===== src/rtl/div_iter.sv =====
// rtl/div_iter.sv - iterative radix-2 restoring divider for DIV/DIVU
// Latches operands at start, produces quotient/remainder 32 cycles later with a one-cycle ready strobe.
module div_iter #(
   parameter int DATA_W = 32
) (
   input  logic              clk,
   input  logic              resetn,
   input  logic              start,
   input  logic              signed_div,
   input  logic [DATA_W-1:0] dividend,
   input  logic [DATA_W-1:0] divisor,
   input  logic              cancel,
   output logic              ready,
   output logic [DATA_W-1:0] quotient,
   output logic [DATA_W-1:0] remainder
);

   localparam int CNT_W = $clog2(DATA_W);

   typedef enum logic [1:0] {
      IDLE,
      BUSY,
      DONE
   } state_t;

   state_t             state;
   logic [CNT_W-1:0]   cnt;
   logic [DATA_W-1:0]  rem_r;
   logic [DATA_W-1:0]  shift_r;
   logic [DATA_W-1:0]  dvsr_r;
   logic               q_neg;
   logic               r_neg;

   logic               dvd_neg;
   logic               dvs_neg;
   logic [DATA_W-1:0]  dvd_abs;
   logic [DATA_W-1:0]  dvs_abs;
   logic [DATA_W:0]    rem_sh;
   logic [DATA_W-1:0]  diff;
   logic               q_bit;
   logic [DATA_W-1:0]  rem_next;
   logic [DATA_W-1:0]  shift_next;
   logic               last_iter;

   assign dvd_neg = signed_div & dividend[DATA_W-1];
   assign dvs_neg = signed_div & divisor[DATA_W-1];
   assign dvd_abs = dvd_neg ? -dividend : dividend;
   assign dvs_abs = dvs_neg ? -divisor : divisor;

   // Partial remainder is always below the divisor, so the low DATA_W bits of
   // the difference are exact whenever the trial subtraction succeeds.
   assign rem_sh     = {rem_r, shift_r[DATA_W-1]};
   assign q_bit      = (rem_sh >= {1'b0, dvsr_r});
   assign diff       = rem_sh[DATA_W-1:0] - dvsr_r;
   assign rem_next   = q_bit ? diff : rem_sh[DATA_W-1:0];
   assign shift_next = {shift_r[DATA_W-2:0], q_bit};
   assign last_iter  = (cnt == CNT_W'(DATA_W - 1));

   always_ff @(posedge clk or negedge resetn) begin
      if (!resetn) begin
         state     <= IDLE;
         cnt       <= '0;
         rem_r     <= '0;
         shift_r   <= '0;
         dvsr_r    <= '0;
         q_neg     <= 1'b0;
         r_neg     <= 1'b0;
         ready     <= 1'b0;
         quotient  <= '0;
         remainder <= '0;
      end else if (cancel) begin
         state <= IDLE;
         ready <= 1'b0;
      end else begin
         case (state)
            IDLE: begin
               ready <= 1'b0;
               if (start) begin
                  q_neg   <= dvd_neg ^ dvs_neg;
                  r_neg   <= dvd_neg;
                  dvsr_r  <= dvs_abs;
                  cnt     <= '0;
                  rem_r   <= '0;
                  shift_r <= dvd_abs;
                  if (divisor == '0) begin
                     state     <= DONE;
                     ready     <= 1'b1;
                     quotient  <= '1;
                     remainder <= dividend;
                  end else begin
                     state <= BUSY;
                  end
               end
            end
            BUSY: begin
               rem_r   <= rem_next;
               shift_r <= shift_next;
               cnt     <= cnt + CNT_W'(1);
               if (last_iter) begin
                  state     <= DONE;
                  ready     <= 1'b1;
                  quotient  <= q_neg ? -shift_next : shift_next;
                  remainder <= r_neg ? -rem_next : rem_next;
               end
            end
            DONE: begin
               state <= IDLE;
               ready <= 1'b0;
            end
            default: begin
               state <= IDLE;
               ready <= 1'b0;
            end
         endcase
      end
   end

endmodule


===== config.mk =====
export PLATFORM = sky130hd
export DESIGN_NAME = div_iter
export DESIGN_NICKNAME = d
export VERILOG_FILES = /design/src/rtl/div_iter.sv
export SDC_FILE = /design/constraint.sdc
export NUM_CORES = 1
export LEC_CHECK = 0
export CORE_AREA = 5 5 148 150
export DETAILED_ROUTE_END_ITERATION = 16
export DIE_AREA = 0 0 153 155
export PLACE_DENSITY = 0.85
export SLEW_MARGIN = 30
export SYNTH_ARGS = -nofsm -noshare
export SYNTH_HDL_FRONTEND = slang
export SYNTH_SLANG_ARGS = --single-unit
export TNS_END_PERCENT = 1

===== constraint.sdc =====
create_clock -name clk -period 7.2 [get_ports clk]
set_input_delay 1.44 -clock clk [delete_from_list [all_inputs] [get_ports clk]]
set_output_delay 1.44 -clock clk [all_outputs]
set_load 0.01 [all_outputs]

==> metrics.yaml <==
drive_gt1_share_pct: 5.32
ff2ff_path_depth: 17
cp-start-kind: "flop"
slew_headroom_pct: 38.7
synth_nets: 1609
wl_met1_mm: 14.2
grt_pass1_wl_mm: 56.0
clk_pin_slew_ns: 0.08
p_per_area_nw_per_um2: 463
fin_hold_ws_ns: 0.491
seq_area_frac_synth_pct: 35.4
insertion_delay_ns: 0.44
ff2ff_setup_slack_ns: 1.88
path_buf_inv: 1
fin_cells: 1872
timing.fmax_mhz: 188
fp-row-count: 53
io_pins: 134
ys_ff_latch: 170
crit_path_end_kind: "flop"
postRouteAntennaNets: 0
hpwl_mm: 26.1
slowest_delay_ns: 0.61
synth-async-reset-ratio_pct: 100
dp.cells: 1840
min_period_ns: 5.32
final_hold_viol_count: 0
cts_tree: "yes"
crit_path_max_fanout: 13
fp.dieH_um: 155
leakage_nw: 5.80
synth_cell_types: 83
finClkSkew_ns: 0.0130
maxCapViolations: 0
cp_common_cell: "ha_1"
grt_overflow_total: 0
post_cts_resized: 0
tightest_slew_ns: 0.920
detail_route.wl_per_cell_um: 18.7
min_period_over_period_pct: 73.9
clockBufferDepth: 2
tns_ns: 0
cpLargestDelayFamily: "compound AO/OA/AOI/OAI gates"
hold_depth: 1
finalNetCount: 1692
required_ns: 7.51
worstHoldPathType: "reg2reg"
crit_slowest_cell: "or4b_1"
power.total_w: 0.00651
rsz0062_at_grt: "no"
numClockSinks: 170
antennaDiodeCount: 0
wl_mm: 34.9
coreArea_um2: 20600
routabilityCongestion: 0.971
drc: 0
syn_to_final_growth_pct: 17.0
drv_slew: 0
cts_hold_buf: 0
holdPathEnd: "remainder[0]"
grt_max_degree: 96
r2r-end: "remainder[28]"
antenna_found_initial: 0
num_vias: 11500
drt_iter0_drc: 1317
drt_first_pass_iters: 5
worstPathArrival_ns: 5.63
htree_levels: 4
dpl_cell_area_um2: 13500
numCtsBuffers: 17
grt_usage_pct: 28.8
rr_startpoint: "rem_r[5]"
synthFlopType: "dfrtp_1"
synthCells: 1501
topRoutingLayerUsed: "met4"
crit_path_cell_trace: "ha_1 > a21oi_2 > o21ai_2 > a221oi_2 > a21oi_1 > or2_1 > inv_1 > mux2i_1 > ha_1 > o2111ai_1 > nor4_1 > and4_1 > a31oi_1 > or4b_1 > o31ai_1 > xor2_1 > o22ai_1"
synth_edf_count: 0
start_util_pct: 58.4
viasPerCell: 6.15
crit_type: "reg2reg"
yosys_warnings: 0
cts-root-buf: "clkbuf_16"
port_buffers: 133
post_cts_buffers: 0
die_w_um: 153
wl_met2_mm: 16.2
synth_area_um2: 12000
hold_start: "remainder[0]"
post_synth.cell_area_avg_um2: 8.00
dieArea_um2: 23700
grt_pass1_vias: 11000
status: "complete, no violations"
irDropWorstVdd_mv: 0.220
wl_met3_mm: 2.92
finish.instance_area_um2: 14100
setup_viol: 0
worst reg2reg max path, delay by kind of cell (launching register included):
kind | cells | cell delay, ns
AO/OA/AOI/OAI | 8 | 1.68
flip-flops | 1 | 0.44
XOR/XNOR | 1 | 0.17
multiplexers | 1 | 0.30
buffers and inverters | 1 | 0.17
adder cells (fa/ha/maj) | 2 | 0.75
AND/OR/NAND/NOR | 4 | 1.67
sequential cells by signal, indices dropped and copies added, names as in the netlist:
name and count:
q_neg 1, quotient 32, rem_r 32, remainder 32, r_neg 1, dvsr_r 32, shift_r 32, state 2
ready 1, cnt 5
cell usage in the layout, fill, tap and decap left out, drive strengths merged, types with 8 or more instances in the layout:
cell / instances
nand4: 16
clkdlybuf4s50: 132
ha: 38
a21o: 12
a31oi: 16
buf: 13
dfrtp: 170
clkbuf: 18
nand2: 161
inv: 62
o21a: 11
a211oi: 9
nor4: 19
nand3: 20
or3: 16
o31ai: 24
mux2i: 21
o22ai: 10
nor2: 189
and3: 12
o21ai: 151
nor3: 32
o211ai: 8
nand2b: 10
a21oi: 191
o41ai: 9
and2: 11
xor2: 77
xnor2: 64
cell families after synthesis:
kind of cell / count (synthesis) / share of synthesized area (%)
AOI/OAI and AO/OA: 478 / 23.8
xor gates and xnor gates: 141 / 10.3
adders and majority gates: 39 / 4.13
buffers and inverters: 135 / 4.51
DFF: 170 / 35.4
muxes: 22 / 1.88
and+or+nand+nor: 516 / 20.0
metrics by stage:
stage          setup WS [ns]  util [%]
6_report                1.88      68.4
3_5_place_dp            1.45      65.5
2_1_floorplan           2.28         -
3_3_place_gp            1.65      65.5
4_1_cts                 1.91      68.4
5_1_grt                 1.53      68.4
cells in the mapped netlist (3+ instances only):
| master | n | area [um^2] |
|---|---|---|
| a211oi_1 | 8 | 60.1 |
| a21boi_0 | 3 | 22.5 |
| a21o_1 | 12 | 90.1 |
| a21oi_1 | 187 | 936 |
| a21oi_2 | 4 | 35.0 |
| a22o_1 | 7 | 61.3 |
| a22oi_1 | 3 | 22.5 |
| a31oi_1 | 16 | 100 |
| and2_1 | 9 | 56.3 |
| and3_1 | 11 | 68.8 |
| buf_1 | 9 | 33.8 |
| buf_2 | 13 | 65.1 |
| buf_4 | 3 | 22.5 |
| clkbuf_1 | 55 | 206 |
| dfrtp_1 | 170 | 4250 |
| ha_1 | 38 | 475 |
| inv_1 | 53 | 199 |
| mux2i_1 | 20 | 200 |
| nand2_1 | 160 | 601 |
| nand2b_1 | 9 | 56.3 |
| nand3_1 | 20 | 100 |
| nand4_1 | 15 | 93.8 |
| nor2_1 | 189 | 709 |
| nor2b_1 | 3 | 18.8 |
| nor3_1 | 30 | 150 |
| nor3b_1 | 3 | 22.5 |
| nor4_1 | 18 | 113 |
| o2111a_1 | 3 | 33.8 |
| o211ai_1 | 6 | 45.0 |
| o21a_1 | 11 | 82.6 |
| o21ai_0 | 145 | 726 |
| o21ai_1 | 3 | 15.0 |
| o21bai_1 | 3 | 22.5 |
| o22ai_1 | 10 | 62.6 |
| o31ai_1 | 23 | 173 |
| o41ai_1 | 8 | 70.1 |
| or2_2 | 4 | 25.0 |
| or3_1 | 16 | 100 |
| or4_1 | 6 | 45.0 |
| xnor2_1 | 64 | 561 |
| xor2_1 | 77 | 674 |
per-layer routing:
layer	GRT usage, %	up-vias
li1	-	5486
met1	37.3	5353
met2	46.8	556
met3	5.29	112
met4	14.3	0
met5	0	-
area by class of cell:
class                           instances  area [um^2]
Multi-Input combinational cell       1196         7230
Fill cell                            1679         6500
Sequential cell                       170         4250
Timing Repair Buffer                  145         1430
Clock buffer                           18          439
Tap cell                              275          344
Inverter                               54          203
Clock inverter                         14          154
how the worst max path moves through the flow:
| stage | from | slack (ns) | depth (start not counted) | end |
|---|---|---|---|---|
| floorplan | rem_r[7] | 2.28 | 20 | remainder[28] |
| global placement | divisor[0] | 1.65 | 16 | remainder[31] |
| detailed placement | divisor[1] | 1.45 | 16 | remainder[31] |
| CTS | divisor[1] | 1.91 | 16 | remainder[31] |
| global route | rem_r[5] | 1.53 | 17 | remainder[28] |
| finish | rem_r[5] | 1.88 | 17 | remainder[28] |
power breakdown:
| group | leakage (nW) | switching [W] | internal (W) |
|---|---|---|---|
| registers | 2.02 | 0.000472 | 0.00136 |
| logic | 3.50 | 0.00224 | 0.00149 |
| clock network | 0.291 | 0.000440 | 0.000502 |
(Power assumes the default switching activity.)
